**config.mk**
```make
export PLATFORM = sky130hd
export DESIGN_NAME = score_keeper
export DESIGN_NICKNAME = d
export VERILOG_FILES = /design/src/rtl/score_keeper.sv
export SDC_FILE = /design/constraint.sdc
export NUM_CORES = 1
export LEC_CHECK = 0
export BUFFER_PORTS_ARGS = -buffer_cell sky130_fd_sc_hd__buf_2
export CORE_UTILIZATION = 49
export DETAILED_ROUTE_END_ITERATION = 10
export PLACE_DENSITY = 0.75
export SLEW_MARGIN = 20
export SYNTH_ARGS = -nofsm -noshare
export SYNTH_HDL_FRONTEND = slang
export SYNTH_SLANG_ARGS = --single-unit
```
**constraint.sdc**
```tcl
create_clock -name clk -period 2.6 [get_ports clk]
set_input_delay 0.52 -clock clk [delete_from_list [all_inputs] [get_ports clk]]
set_output_delay 0.52 -clock clk [all_outputs]
set_load 0.005 [all_outputs]
```
**src/rtl/score_keeper.sv**
```systemverilog
// Per-round score producer: accumulates hit points during play with a 2x combo
// bonus past a hit streak, then freezes and flags the final score on round finish.
module score_keeper #(
  parameter logic [2:0]  MODE_PLAY     = 3'b010,
  parameter logic [2:0]  MODE_FINISH   = 3'b101,
  parameter int unsigned STREAK_THRESH = 4
) (
  input  logic       clk,
  input  logic       n_rst,
  input  logic [2:0] mode,
  input  logic       hit,
  input  logic       miss,
  output logic [3:0] score,
  output logic [3:0] streak,
  output logic       combo,
  output logic       done
);

  typedef enum logic [1:0] {
    IDLE  = 2'd0,
    PLAY  = 2'd1,
    FINAL = 2'd2
  } state_t;

  localparam logic [3:0] THRESH = 4'(STREAK_THRESH);

  state_t     state_q, state_d;
  logic [3:0] score_q, score_d;
  logic [3:0] streak_q, streak_d;
  logic       done_q, done_d;
  logic [4:0] score_sum;

  // Bonus decision uses the pre-update streak; sum is widened so saturation can see overflow.
  assign score_sum = {1'b0, score_q} + ((streak_q >= THRESH) ? 5'd2 : 5'd1);

  always_comb begin
    state_d  = state_q;
    score_d  = score_q;
    streak_d = streak_q;
    done_d   = 1'b0;
    case (state_q)
      IDLE: begin
        if (mode == MODE_PLAY) begin
          state_d  = PLAY;
          score_d  = 4'd0;
          streak_d = 4'd0;
        end
      end
      PLAY: begin
        if (mode == MODE_PLAY) begin
          if (miss) begin
            streak_d = 4'd0;
          end else if (hit) begin
            score_d  = (score_sum > 5'd15) ? 4'd15 : score_sum[3:0];
            streak_d = (streak_q == 4'd15) ? 4'd15 : streak_q + 4'd1;
          end
        end else if (mode == MODE_FINISH) begin
          state_d = FINAL;
          done_d  = 1'b1;
        end else begin
          state_d = IDLE;
        end
      end
      FINAL: begin
        if (mode == MODE_PLAY) begin
          state_d  = PLAY;
          score_d  = 4'd0;
          streak_d = 4'd0;
        end else if (mode != MODE_FINISH) begin
          state_d = IDLE;
        end
      end
      default: state_d = IDLE;
    endcase
  end

  always_ff @(posedge clk or negedge n_rst) begin
    if (!n_rst) begin
      state_q  <= IDLE;
      score_q  <= 4'd0;
      streak_q <= 4'd0;
      done_q   <= 1'b0;
    end else begin
      state_q  <= state_d;
      score_q  <= score_d;
      streak_q <= streak_d;
      done_q   <= done_d;
    end
  end

  assign score  = score_q;
  assign streak = streak_q;
  assign combo  = (streak_q >= THRESH);
  assign done   = done_q;

endmodule

```
### After elaboration in Yosys (flattened, before gate mapping)

Index checks and enable logic that the tools add are counted.

* $add $sub $neg: 2
* order comparisons: 2
* eq/ne operators: 14
* mux-type cells: 21
* reduce and logical (&&, ||, !) cells: 6

Operator list (count)
* $mux 4: 9
* $pmux 4 s2: 2
* $mux 2: 6
* $ne 2x2->1 const B: 5
* $ne 3x3->1 const B: 3
* $pmux 2 s3: 1
* $add 4x2->5: 1
* $gt 5x4->1 const B: 1
* $reduce_and 5->1: 1
* $add 4x1->4 const B: 1
* $eq 4x4->1 const B: 1
* $ge 4x3->1 const B: 1
* $reduce_and 4->1: 1
* $eq 3x2->1 const B: 1
* $eq 3x3->1 const B: 1
* $mux 1: 3
* $reduce_and 3->1: 1
* $eq 2x1->1 const B: 1
* $eq 2x2->1 const B: 1
* $logic_not 2->1: 1
* $ne 2x1->1 const B: 1
* $reduce_bool 2->1: 1
* $reduce_or 2->1: 1

* register bits: 11
* input bits: 7
* output and inout port bits: 10
* logic and storage cells: 49

### Depth between registers and ports, before layout

Gate-level depths: netlist (run 1).

* word-level depth: 9
* depth in mapped cells: 8
* gate-level depth less buffers: 8

### Least setup slack after synthesis (run 1)

No wires, ideal clock.

* path kind: register to register
* from: register streak_q[3], in the netlist streak[3]
* to: register score_q[1], in the netlist score[1]
* library setup time: 0.082 ns
* data arrival time: 1.874 ns
* required time: 2.518 ns
* setup slack: 0.643 ns
* stages on the path, launching flop included: 9
* path buffers: 0
* clock period less this slack: 1.957 ns
* path through: dfrtp_1 > or2_2 > inv_1 > ha_1 > inv_1 > fa_1 > nand3b_1 > and2_1 > o22ai_1

* longest elaborated chain between the ends: 9

Ends and longest elaborated chain
* start, declared: RTL line 29 `logic [3:0] streak_q, streak_d;`
* start signal, assigned: RTL line 86 `streak_q <= streak_d;`
* $ge 4x3->1 (*)
* via combo: RTL line 15 `output logic combo,`
* $mux 2 (*): RTL line 34 `assign score_sum = {1'b0, score_q} + ((streak_q >= THRESH) ? 5'd2 : 5'd1);`
* $add 4x2->5 (*): RTL line 34
* $gt 5x4->1: RTL line 54 `score_d = (score_sum > 5'd15) ? 4'd15 : score_sum[3:0];`
* $mux 4 (*): RTL line 54
* $mux 4 (*): RTL line 53 `end else if (hit) begin`
* $mux 4 (*): RTL line 51 `if (miss) begin`
* $mux 4 (*): RTL line 50 `if (mode == MODE_PLAY) begin`
* $pmux 4 s2 (*): RTL line 41 `case (state_q)`
* end signal, assigned: RTL line 85 `score_q <= score_d;`
* end, declared: RTL line 28 `logic [3:0] score_q, score_d;`

Mark *: on every way through the listed nets, which the timed path passes. The rest lies on a longest branch. The select of a mux whose other input is x is not followed.
A chain may end at the register's enable or synchronous reset.

### Worst setup path in the final report (run 1)

* from: register streak_q[2], in the netlist streak[2]
* to: register score_q[1], in the netlist score[1]

* longest elaborated chain between the ends: 9

Ends and longest elaborated chain (RTL line)
* $ge 4x3->1 (*): 34
* $mux 2 (*): 34
* $add 4x2->5 (*): 34
* $gt 5x4->1: 54
* $mux 4 (*): 54
* $mux 4 (*): 53
* $mux 4 (*): 51
* $mux 4 (*): 50
* $pmux 4 s2 (*): 41

Mark *: on every way between the ends. The rest lies on a longest branch, timed or not. The select of a mux whose other input is x is not followed.

==> reports/results.ini, run 1 <==
[routing]
drc = 0
detail_route.iter0.violations = 13
avgViaCountPerCell = 5.72
wire_per_inst_um = 13.8
dr.pass1.iters = 6
vias = 578
final_antenna_net_count = 0
wirelength_um = 1390

[synth]
synth_edf_count = 0
syn_inst = 68
synth.distinct_cells = 31
async_flop_share_pct = 100
ys_seq_area_share_pct = 41.2
syn-cell-area_um2 = 668
yosys_most_used_dff = dfrtp_1
yosysWarnings = 0
syn_avg_cell_area_um2 = 9.83
ys_seq_elements = 11
synth_fp_nets = 79

[sta]
min_period_over_period_pct = 80.8
rsz0062_at_grt = no
clock-skew-final_ns = 0.00354
finalMaxSlewViolations = 0
worstMarginPinSlew_ns = 0.360
tns_ns = 0
clock.fmax_mhz = 476
setup_viol = 0
min_period_ns = 2.10
maxSlewHeadroom_pct = 76.0
hold_viol_final = 0

[die]
floorplan.rows = 12
dieWidth_um = 38.9
core_um2 = 1190
io_pins = 17
start_util_pct = 56.3
die_area_um2 = 1520
die_h_um = 38.9

[cts]
cts_setup_buffers = 0
cts_buffer_depth = 2
cts-root-buf = clkbuf_4
clkTransAtPathRegs_ns = 0.07
hold_buffers = 0
clock_latency_ns = 0.27
htree_levels = 1
cts_resized = 0
numCtsBuffers = 3
cts_sinks = 11
cts_tree = done

[layout]
syn2layout_area_growth_pct = 17.4
num_antenna_cells = 0
regArea_um2 = 275
postLayoutCoreUtil_pct = 66.1
nets = 99
fillers = 96
drive_gt1_share_pct = 27.6
multi_input_area_um2 = 359
design_area_um2 = 785

[place]
place_area_um2 = 758
io_buffers = 16
hpwl_um = 1070
place_congestion = 0.717

[min_path]
hold_class = in2async

[global_routing]
grt_pass1_wl_um = 2210
grt_max_degree = 12
antenna_found_initial = 0
track_usage_pct = 23.0
first_global_vias = 493
gr-total-overflow = 0

[pwr]
p_total_mw = 0.326
p_leak_nw = 0.369
peakVddDrop_mv = 0.338
p_per_area_nw_per_um2 = 415

[critical_path]
cp.required_ns = 2.80
crit_type = reg2reg
r2r_start = streak[2]
critical_path.startpoint_type = flop
worstPathArrival_ns = 2.30
crit_fanout = 7
reg2reg_to = score[1]
r2r_slack_ns = 0.50
r2r_cells = 8
end_kind = flop

[run_status]
outcome = complete, no violations

[job]
maxCapViolations = 0

[report_power, final]
group          total (mW)  switching [mW]  internal (mW)
Sequential          0.179         0.00489          0.174
Clock               0.115          0.0555         0.0595
Combinational      0.0316          0.0173         0.0143
Total               0.326          0.0777          0.248
[critical path, stage by stage, from the launching register on]
cell      delay, ns
dfrtp_1        0.43
or2_2          0.32
inv_1          0.11
ha_1           0.20
inv_1          0.07
fa_1           0.43
nand3b_1       0.21
and2_1         0.17
o22ai_1        0.09
[layer usage]
metal	up-vias	track usage, %	part of all wire, %
met5	-	0	0
met4	0	10.3	0.58
met3	2	10.4	5.3
met2	13	35.8	47
met1	275	26.7	47
li1	288	-	-
[cells in the final DEF, fill, tap and decap left out, types with 2 or more instances in the layout]
master     netlist  layout
dfrtp_1         11      11
nor2b_1          2       2
clkbuf_4         0       3
nor3b_1          2       2
o22ai_1          3       3
nand3b_1         2       2
ha_1             3       3
nor2_1           2       2
nand2b_1         2       2
a2bb2oi_1        2       2
inv_1            7       7
nand2_1          2       2
nand3_1          2       2
a21oi_1          5       5
buf_2            0      16
and3_1           2       2
o21ai_0          5       5
[synth_stat cells, types with 3 or more instances]
cell | instances | area, um^2
a21oi_1 | 5 | 25.0
dfrtp_1 | 11 | 275
ha_1 | 3 | 37.5
inv_1 | 7 | 26.3
o21ai_0 | 5 | 25.0
o22ai_1 | 3 | 18.8
[kinds of logic after synthesis]
group	count (synthesis)	share of synthesized area (%)
compound gates	22	21.7
buf+inv	8	5.06
flops	11	41.2
simple gates	21	20.6
xor+xnor	1	1.31
fa+ha+maj	4	8.61
mux	1	1.50
[layout make-up]
type                    count  share of cell area (%)
clock buffers               4                    3.35
inverters                   7                    3.35
multi-input cells          49                    45.8
flip-flops and latches     11                    35.1
well taps                  14                    2.23
repair buffers             16                    10.2
[registers in the layout, indices dropped and copies added (netlist names)]
signal   cells
streak       4
done         1
state_q      2
score        4
[worst max-delay path by stage]
stage	from	endpoint	slack, ns	cells past startpoint
after floorplan	streak[3]	score[1]	0.64	8
after global placement	streak[3]	score[1]	0.56	8
after detailed placement	streak[2]	score[1]	0.51	8
after CTS	streak[2]	score[1]	0.49	8
after global routing	streak[2]	score[1]	0.38	8
final	streak[2]	score[1]	0.50	8
[through the flow]
stage | hold slack, ns | std cells | setup slack (ns)
final | 0.0996 | 101 | 0.499
after global routing | 0.111 | 101 | 0.376
after CTS | 0.100 | 101 | 0.495
after detailed placement | 0.403 | 97 | 0.507
after global placement | 0.399 | 97 | 0.564
after floorplan | 0.224 | 68 | 0.643
Power figures use the tool's default switching activity.
==> run 2: changes to the inputs <==
--- a/config.mk
+++ b/config.mk
@@ -5,10 +5,11 @@
 export SDC_FILE = /design/constraint.sdc
 export NUM_CORES = 1
 export LEC_CHECK = 0
+export ABC_AREA = 1
 export BUFFER_PORTS_ARGS = -buffer_cell sky130_fd_sc_hd__buf_2
 export CORE_UTILIZATION = 49
 export DETAILED_ROUTE_END_ITERATION = 10
-export PLACE_DENSITY = 0.75
+export PLACE_DENSITY = 0.74
 export SLEW_MARGIN = 20
 export SYNTH_ARGS = -nofsm -noshare
 export SYNTH_HDL_FRONTEND = slang
==> constraint.sdc (replaced) <==
create_clock -name clk -period 2.1 [get_ports clk]
set_input_delay 0.42 -clock clk [delete_from_list [all_inputs] [get_ports clk]]
set_output_delay 0.42 -clock clk [all_outputs]
set_load 0.005 [all_outputs]
==> run 2 against run 1 <==
Against the previous run:
- synthesized cell count is 53% higher
- power increased by 25%
- non-clock buffer count is the same
- core utilization shrank 2.6 points
- largest power group unchanged
- clock power is 27% higher
- final area grew 9.4%
- via count up 23%
==> reports/results.ini, run 2 <==
[run_status]
outcome = complete, no violations

[routing]
detail_route.iter0.violations = 12  ; -1
drc = 0  ; unchanged
vias = 712  ; +23%
wirelength_um = 1520  ; +9.1%
dr.pass1.iters = 4  ; -2
avgViaCountPerCell = 5.12  ; -10%
final_antenna_net_count = 0  ; unchanged
wire_per_inst_um = 10.9  ; -21%

[layout]
syn2layout_area_growth_pct = 17.1
nets = 136  ; +37%
regArea_um2 = 275  ; unchanged
drive_gt1_share_pct = 23.4  ; -4.2 points
mostFrequentLayoutCells = 35 x nand2_1, 16 x inv_1, 16 x buf_2
final_common_cell = nand2_1
design_area_um2 = 858  ; +9.4%
multi_input_area_um2 = 390  ; +8.7%
num_antenna_cells = 0  ; unchanged
fillers = 144  ; +50%

[critical_path]
critPathMaxStageDelay_ns = 0.44  ; about the same
end_kind = flop
crit_type = reg2reg
critical_path.startpoint_type = flop
critPathBufInv = 1  ; -1
worstPathArrival_ns = 2.10  ; -0.20 ns
r2r_start = streak[3]
crit_chain = nor2_1 > ha_1 > inv_1 > fa_1 > nor2_1 > nand2_1 > nand2_1 > nand3_1 > nand2_1
cp.required_ns = 2.31  ; -0.49 ns
crit_top_cell = nand2_1
crit_fanout = 7  ; unchanged
cpMaxStageDelayCell = dfrtp_1
critPathTopFamily = simple AND/OR/NAND/NOR gates
setup.worst_path.start = streak[3]

[sta]
rsz0062_at_grt = no
clock.fmax_mhz = 528  ; +11%
clock-skew-final_ns = 0.00530  ; +0.00177 ns
tns_ns = 0  ; unchanged
worstMarginPinSlew_ns = 0.270  ; -0.0903 ns
finalMaxSlewViolations = 0  ; unchanged
maxSlewHeadroom_pct = 82.0  ; +6.0 points
hold_viol_final = 0  ; unchanged
min_period_over_period_pct = 90.2  ; +9.5 points
min_period_ns = 1.90  ; -0.205 ns
setup_viol = 0  ; unchanged

[cts]
cts_sinks = 11  ; unchanged
cts_resized = 0  ; unchanged
cts_setup_buffers = 0  ; unchanged
numCtsBuffers = 3  ; unchanged
hold_buffers = 0  ; unchanged
cts_buffer_depth = 2  ; unchanged
htree_levels = 1  ; unchanged
clock_latency_ns = 0.27  ; about the same
cts_tree = done
cts-root-buf = clkbuf_4
clkTransAtPathRegs_ns = 0.07  ; about the same

[synth]
synth-xor-area-share_pct = 0  ; -1.3 points
syn_avg_cell_area_um2 = 7.05  ; -28%
synthTopCellsByArea = dfrtp_1 38%, nand2_1 18%, nand3_1 9.6%
synth_fp_nets = 115  ; +46%
yosys.area_share.adder_pct = 7.85  ; -0.76 points
synth_top_family_by_area = simple AND/OR/NAND/NOR gates
synth_top_area_cell = dfrtp_1
ys_seq_elements = 11  ; unchanged
synth.distinct_cells = 18  ; -42%
synth_edf_count = 0  ; unchanged
syn_inst = 104  ; +53%
ys_seq_area_share_pct = 37.5  ; -3.7 points
synth_top_area_share_pct = 37.5  ; -3.7 points
ys_top_cells_by_count = 35 x nand2_1, 16 x inv_1, 14 x nand3_1
yosysMostFrequentCell = nand2_1
yosys.area_share.simple_pct = 41.6  ; +21 points
syn-cell-area_um2 = 733  ; +9.7%
synthMuxAreaShare_pct = 0  ; -1.5 points
yosys_most_used_dff = dfrtp_1
async_flop_share_pct = 100  ; unchanged
yosysWarnings = 0  ; unchanged
synth-compound-area-share_pct = 3.75  ; -18 points

[global_routing]
gr-total-overflow = 0  ; unchanged
grt_max_degree = 12  ; unchanged
antenna_found_initial = 0  ; unchanged
track_usage_pct = 21.6  ; -1.4 points
grt_pass1_wl_um = 2250  ; +1.9%
first_global_vias = 557  ; +13%

[min_path]
hold_class = in2async

[place]
place_area_um2 = 832  ; +9.7%
hpwl_um = 1190  ; +11%
io_buffers = 16  ; unchanged
place_congestion = 0.748  ; +4.3%

[die]
floorplan.rows = 13  ; +1
die_area_um2 = 1650  ; +9.2%
core_um2 = 1350  ; +14%
io_pins = 17  ; unchanged
dieWidth_um = 40.7  ; +4.5%
die_h_um = 40.7  ; +4.5%
start_util_pct = 54.3  ; -2.0 points

[pwr]
p_per_area_nw_per_um2 = 476  ; +15%
peakVddDrop_mv = 0.302  ; -11%
p_leak_nw = 0.525  ; +42%

[job]
maxCapViolations = 0  ; unchanged

[run 2: changes by cell type after synthesis, sizes merged, moves of 3 or more]
cell / before / now
inv: 7 / 18
o22ai: 3 / 0
nand3: 2 / 16
a21oi: 6 / 3
o21ai: 5 / 1
nor2: 2 / 10
nand2: 2 / 37
[run 2: power breakdown]
group          switching, mW  internal [mW]
Sequential           0.00329          0.215
Clock                 0.0726         0.0735
Combinational         0.0295         0.0151
Total                  0.105          0.303
[run 2: layout make-up]
| cell class | instances | area share (%) |
|---|---|---|
| Sequential cell | 11 | 32.1 |
| Multi-Input combinational cell | 75 | 45.5 |
| Clock buffer | 4 | 3.06 |
| Inverter | 18 | 7.87 |
| Tap cell | 15 | 2.19 |
| Timing Repair Buffer | 16 | 9.33 |
[run 2: kinds of logic (layout without fill, tap and decap cells)]
group                      Yosys count  count (layout)
and+or+nand+nor                     66              66
buffers and inverters               18              38
DFF                                 11              11
AOI/OAI and AO/OA                    5               5
adders and majority gates            4               4
[run 2: stage by stage]
step	setup WS, ns	power [mW]	utilization [%]	std cells	hold slack, ns
after floorplan	0.376	0.247	-	104	0.124
after global placement	0.298	0.265	61.6	135	0.306
after detailed placement	0.223	0.267	61.6	135	0.307
after CTS	0.199	0.412	63.6	139	0.0175
after global routing	0.0334	0.426	63.6	139	0.0309
final	0.205	0.409	63.6	139	0.0112
[run 2: worst reg2reg max path, cell delays in order, from the launching register on]
cell     delay [ns]
dfrtp_1        0.44
nor2_1         0.27
ha_1           0.22
inv_1          0.06
fa_1           0.41
nor2_1         0.15
nand2_1        0.08
nand2_1        0.06
nand3_1        0.07
nand2_1        0.07
[run 2: final timing paths]
path | endpoint | slack, ns | cells past startpoint
max | score[0] | 0.20 | 9
min | state_q[1] | 0.01 | 1
max reg2reg | score[0] | 0.20 | 9
min reg2reg | state_q[0] | 0.51 | 1
max in group asynchronous | score[1] | 1.87 | 1
min in group clk | state_q[1] | 0.45 | 3
[run 2: metal layers]
| metal | track usage, % | up-vias | part of all wire (%) |
|---|---|---|---|
| li1 | - | 362 | - |
| met4 | 10.0 | 0 | 0.79 |
| met2 | 37.3 | 22 | 52 |
| met3 | 4.89 | 2 | 3.2 |
| met5 | 0 | - | 0 |
| met1 | 25.1 | 326 | 44 |
==> run 3: changes to the inputs <==
==> constraint.sdc (replaced) <==
create_clock -name clk -period 2 [get_ports clk]
set_input_delay 0.4 -clock clk [delete_from_list [all_inputs] [get_ports clk]]
set_output_delay 0.4 -clock clk [all_outputs]
set_load 0.005 [all_outputs]
==> run 3 against run 2 <==
Against the previous run:
- worst setup slack worse by 0.015 ns
- sequential power is 5% higher
- non-clock buffer count is 1 higher
- worst hold slack better by 0.42 ns
- routed wire length is 0.53% higher
- largest cell class unchanged
- clock skew hardly changed
- final area is 1.5% higher
- critical path depth stayed put
- fmax is 4.7% higher
==> reports/results.ini, run 3 (same netlist as run 2, synthesis figures left out) <==
[routing]
vias = 717  ; +0.70%
wirelength_um = 1520  ; +0.53%
wire_per_inst_um = 10.9  ; -0.19%
dr_wl_met2_um = 786  ; -0.25%
detail_route.iter0.violations = 12  ; unchanged
avgViaCountPerCell = 5.12  ; about the same
wl_met1_um = 670  ; +0.90%
final_antenna_net_count = 0  ; unchanged
drc = 0  ; unchanged
dr.pass1.iters = 4  ; unchanged
dr.max_layer_used = met4
wl_met3_um = 53  ; +8.2%

[die]
io_pins = 17  ; unchanged
core_um2 = 1350  ; unchanged
die_h_um = 40.7  ; unchanged
floorplan.rows = 13  ; unchanged
die_area_um2 = 1650  ; unchanged
dieWidth_um = 40.7  ; unchanged
start_util_pct = 54.3  ; unchanged

[min_path]
hold_class = in2reg

[cts]
numCtsBuffers = 3  ; unchanged
clkTransAtPathRegs_ns = 0.07  ; about the same
cts_tree = done
cts_sinks = 11  ; unchanged
htree_levels = 1  ; unchanged
cts_buffer_depth = 2  ; unchanged
cts-root-buf = clkbuf_4
clock_latency_ns = 0.27  ; about the same
cts_setup_buffers = 0  ; unchanged

[global_routing]
track_usage_pct = 21.7  ; +0.11 points
first_global_vias = 555  ; -0.36%
grt_pass1_wl_um = 2260  ; +0.62%
grt_max_degree = 12  ; unchanged
gr-total-overflow = 0  ; unchanged
antenna_found_initial = 0  ; unchanged

[critical_path]
crit_fanout = 7  ; unchanged
crit_type = reg2reg
critical_path.startpoint_type = flop
cp.required_ns = 2.21  ; -0.10 ns
end_kind = flop
worstPathArrival_ns = 2.02  ; -0.08 ns

[place]
place_congestion = 0.748  ; unchanged
hpwl_um = 1190  ; unchanged
io_buffers = 16  ; unchanged

[sta]
finalMaxSlewViolations = 0  ; unchanged
maxSlewHeadroom_pct = 82.1  ; +0.19 points
min_period_ns = 1.81  ; -0.0847 ns
setup_viol = 0  ; unchanged
hold_viol_final = 0  ; unchanged
tns_ns = 0  ; unchanged
holdWs_ns = 0.426  ; +0.415 ns
min_period_over_period_pct = 90.5  ; +0.28 points
rsz0062_at_grt = no
clock.fmax_mhz = 552  ; +4.7%
clock-skew-final_ns = 0.00500  ; -0.000304 ns
worstMarginPinSlew_ns = 0.268  ; -0.00179 ns

[layout]
syn2layout_area_growth_pct = 18.8
mostFrequentLayoutCells = 35 x nand2_1, 16 x inv_1, 16 x buf_2
nets = 137  ; +0.74%
drive_gt1_share_pct = 24.0  ; +0.61 points
num_antenna_cells = 0  ; unchanged
final_common_cell = nand2_1

[run_status]
outcome = complete, no violations

[pwr]
p_per_area_nw_per_um2 = 494  ; +3.8%
p_total_mw = 0.431  ; +5.3%
p_leak_nw = 0.531  ; +0.98%
peakVddDrop_mv = 0.316  ; +4.8%

[job]
maxCapViolations = 0  ; unchanged

-- run 3: through the flow --
step	cell area [um^2]	std cells	util, %	setup WS (ns)
after floorplan	733	104	-	0.276
after global placement	832	135	61.6	0.198
after detailed placement	832	135	61.6	0.123
after CTS	868	140	64.3	0.0987
after global routing	871	140	64.5	0.0331
final	871	140	64.5	0.189
-- run 3: cell type report --
| type | count | area (um^2) |
|---|---|---|
| Inverter | 18 | 67.6 |
| Timing Repair Buffer | 17 | 90.1 |
| Fill cell | 142 | 479 |
| Sequential cell | 11 | 275 |
| Clock buffer | 4 | 26.3 |
| Multi-Input combinational cell | 75 | 393 |
| Tap cell | 15 | 18.8 |
-- run 3: routing by layer --
layer	GRT usage, %	vias to the layer above
li1	-	364
met4	10.0	0
met1	25.4	327
met2	37.3	24
met3	4.89	2
met5	0	-
-- run 3: where the power goes --
part | total [mW] | internal [mW] | switching (mW)
combinational | 0.0484 | 0.0171 | 0.0313
clock | 0.153 | 0.0772 | 0.0760
sequential | 0.229 | 0.226 | 0.00345
-- run 3: final timing paths --
| kind | startpoint | endpoint | slack, ns | depth (start not counted) |
|---|---|---|---|---|
| worst max register to register | streak[3] | score[0] | 0.19 | 9 |
| min in group asynchronous | n_rst | state_q[1] | 0.53 | 2 |
| worst min-delay path | mode[0] | state_q[1] | 0.43 | 3 |
| max in group asynchronous | n_rst | score[2] | 1.25 | 2 |
| worst max-delay path | streak[3] | score[0] | 0.19 | 9 |
| worst min register to register | state_q[0] | state_q[0] | 0.51 | 1 |
-- run 3: critical path: stages (launching register included) --
cell     delay [ns]
dfrtp_1        0.45
nor2_2         0.21
ha_1           0.19
inv_1          0.06
fa_1           0.41
nor2_1         0.15
nand2_1        0.08
nand2_1        0.06
nand3_1        0.07
nand2_1        0.07
-- run 3: what timing repair did --
action / in CTS / in global routing
endpoints found under the setup margin: 0 / 3
gates resized for setup: 0 / 1
hold endpoints to repair: 8 / 0
hold buffers: 1 / 0
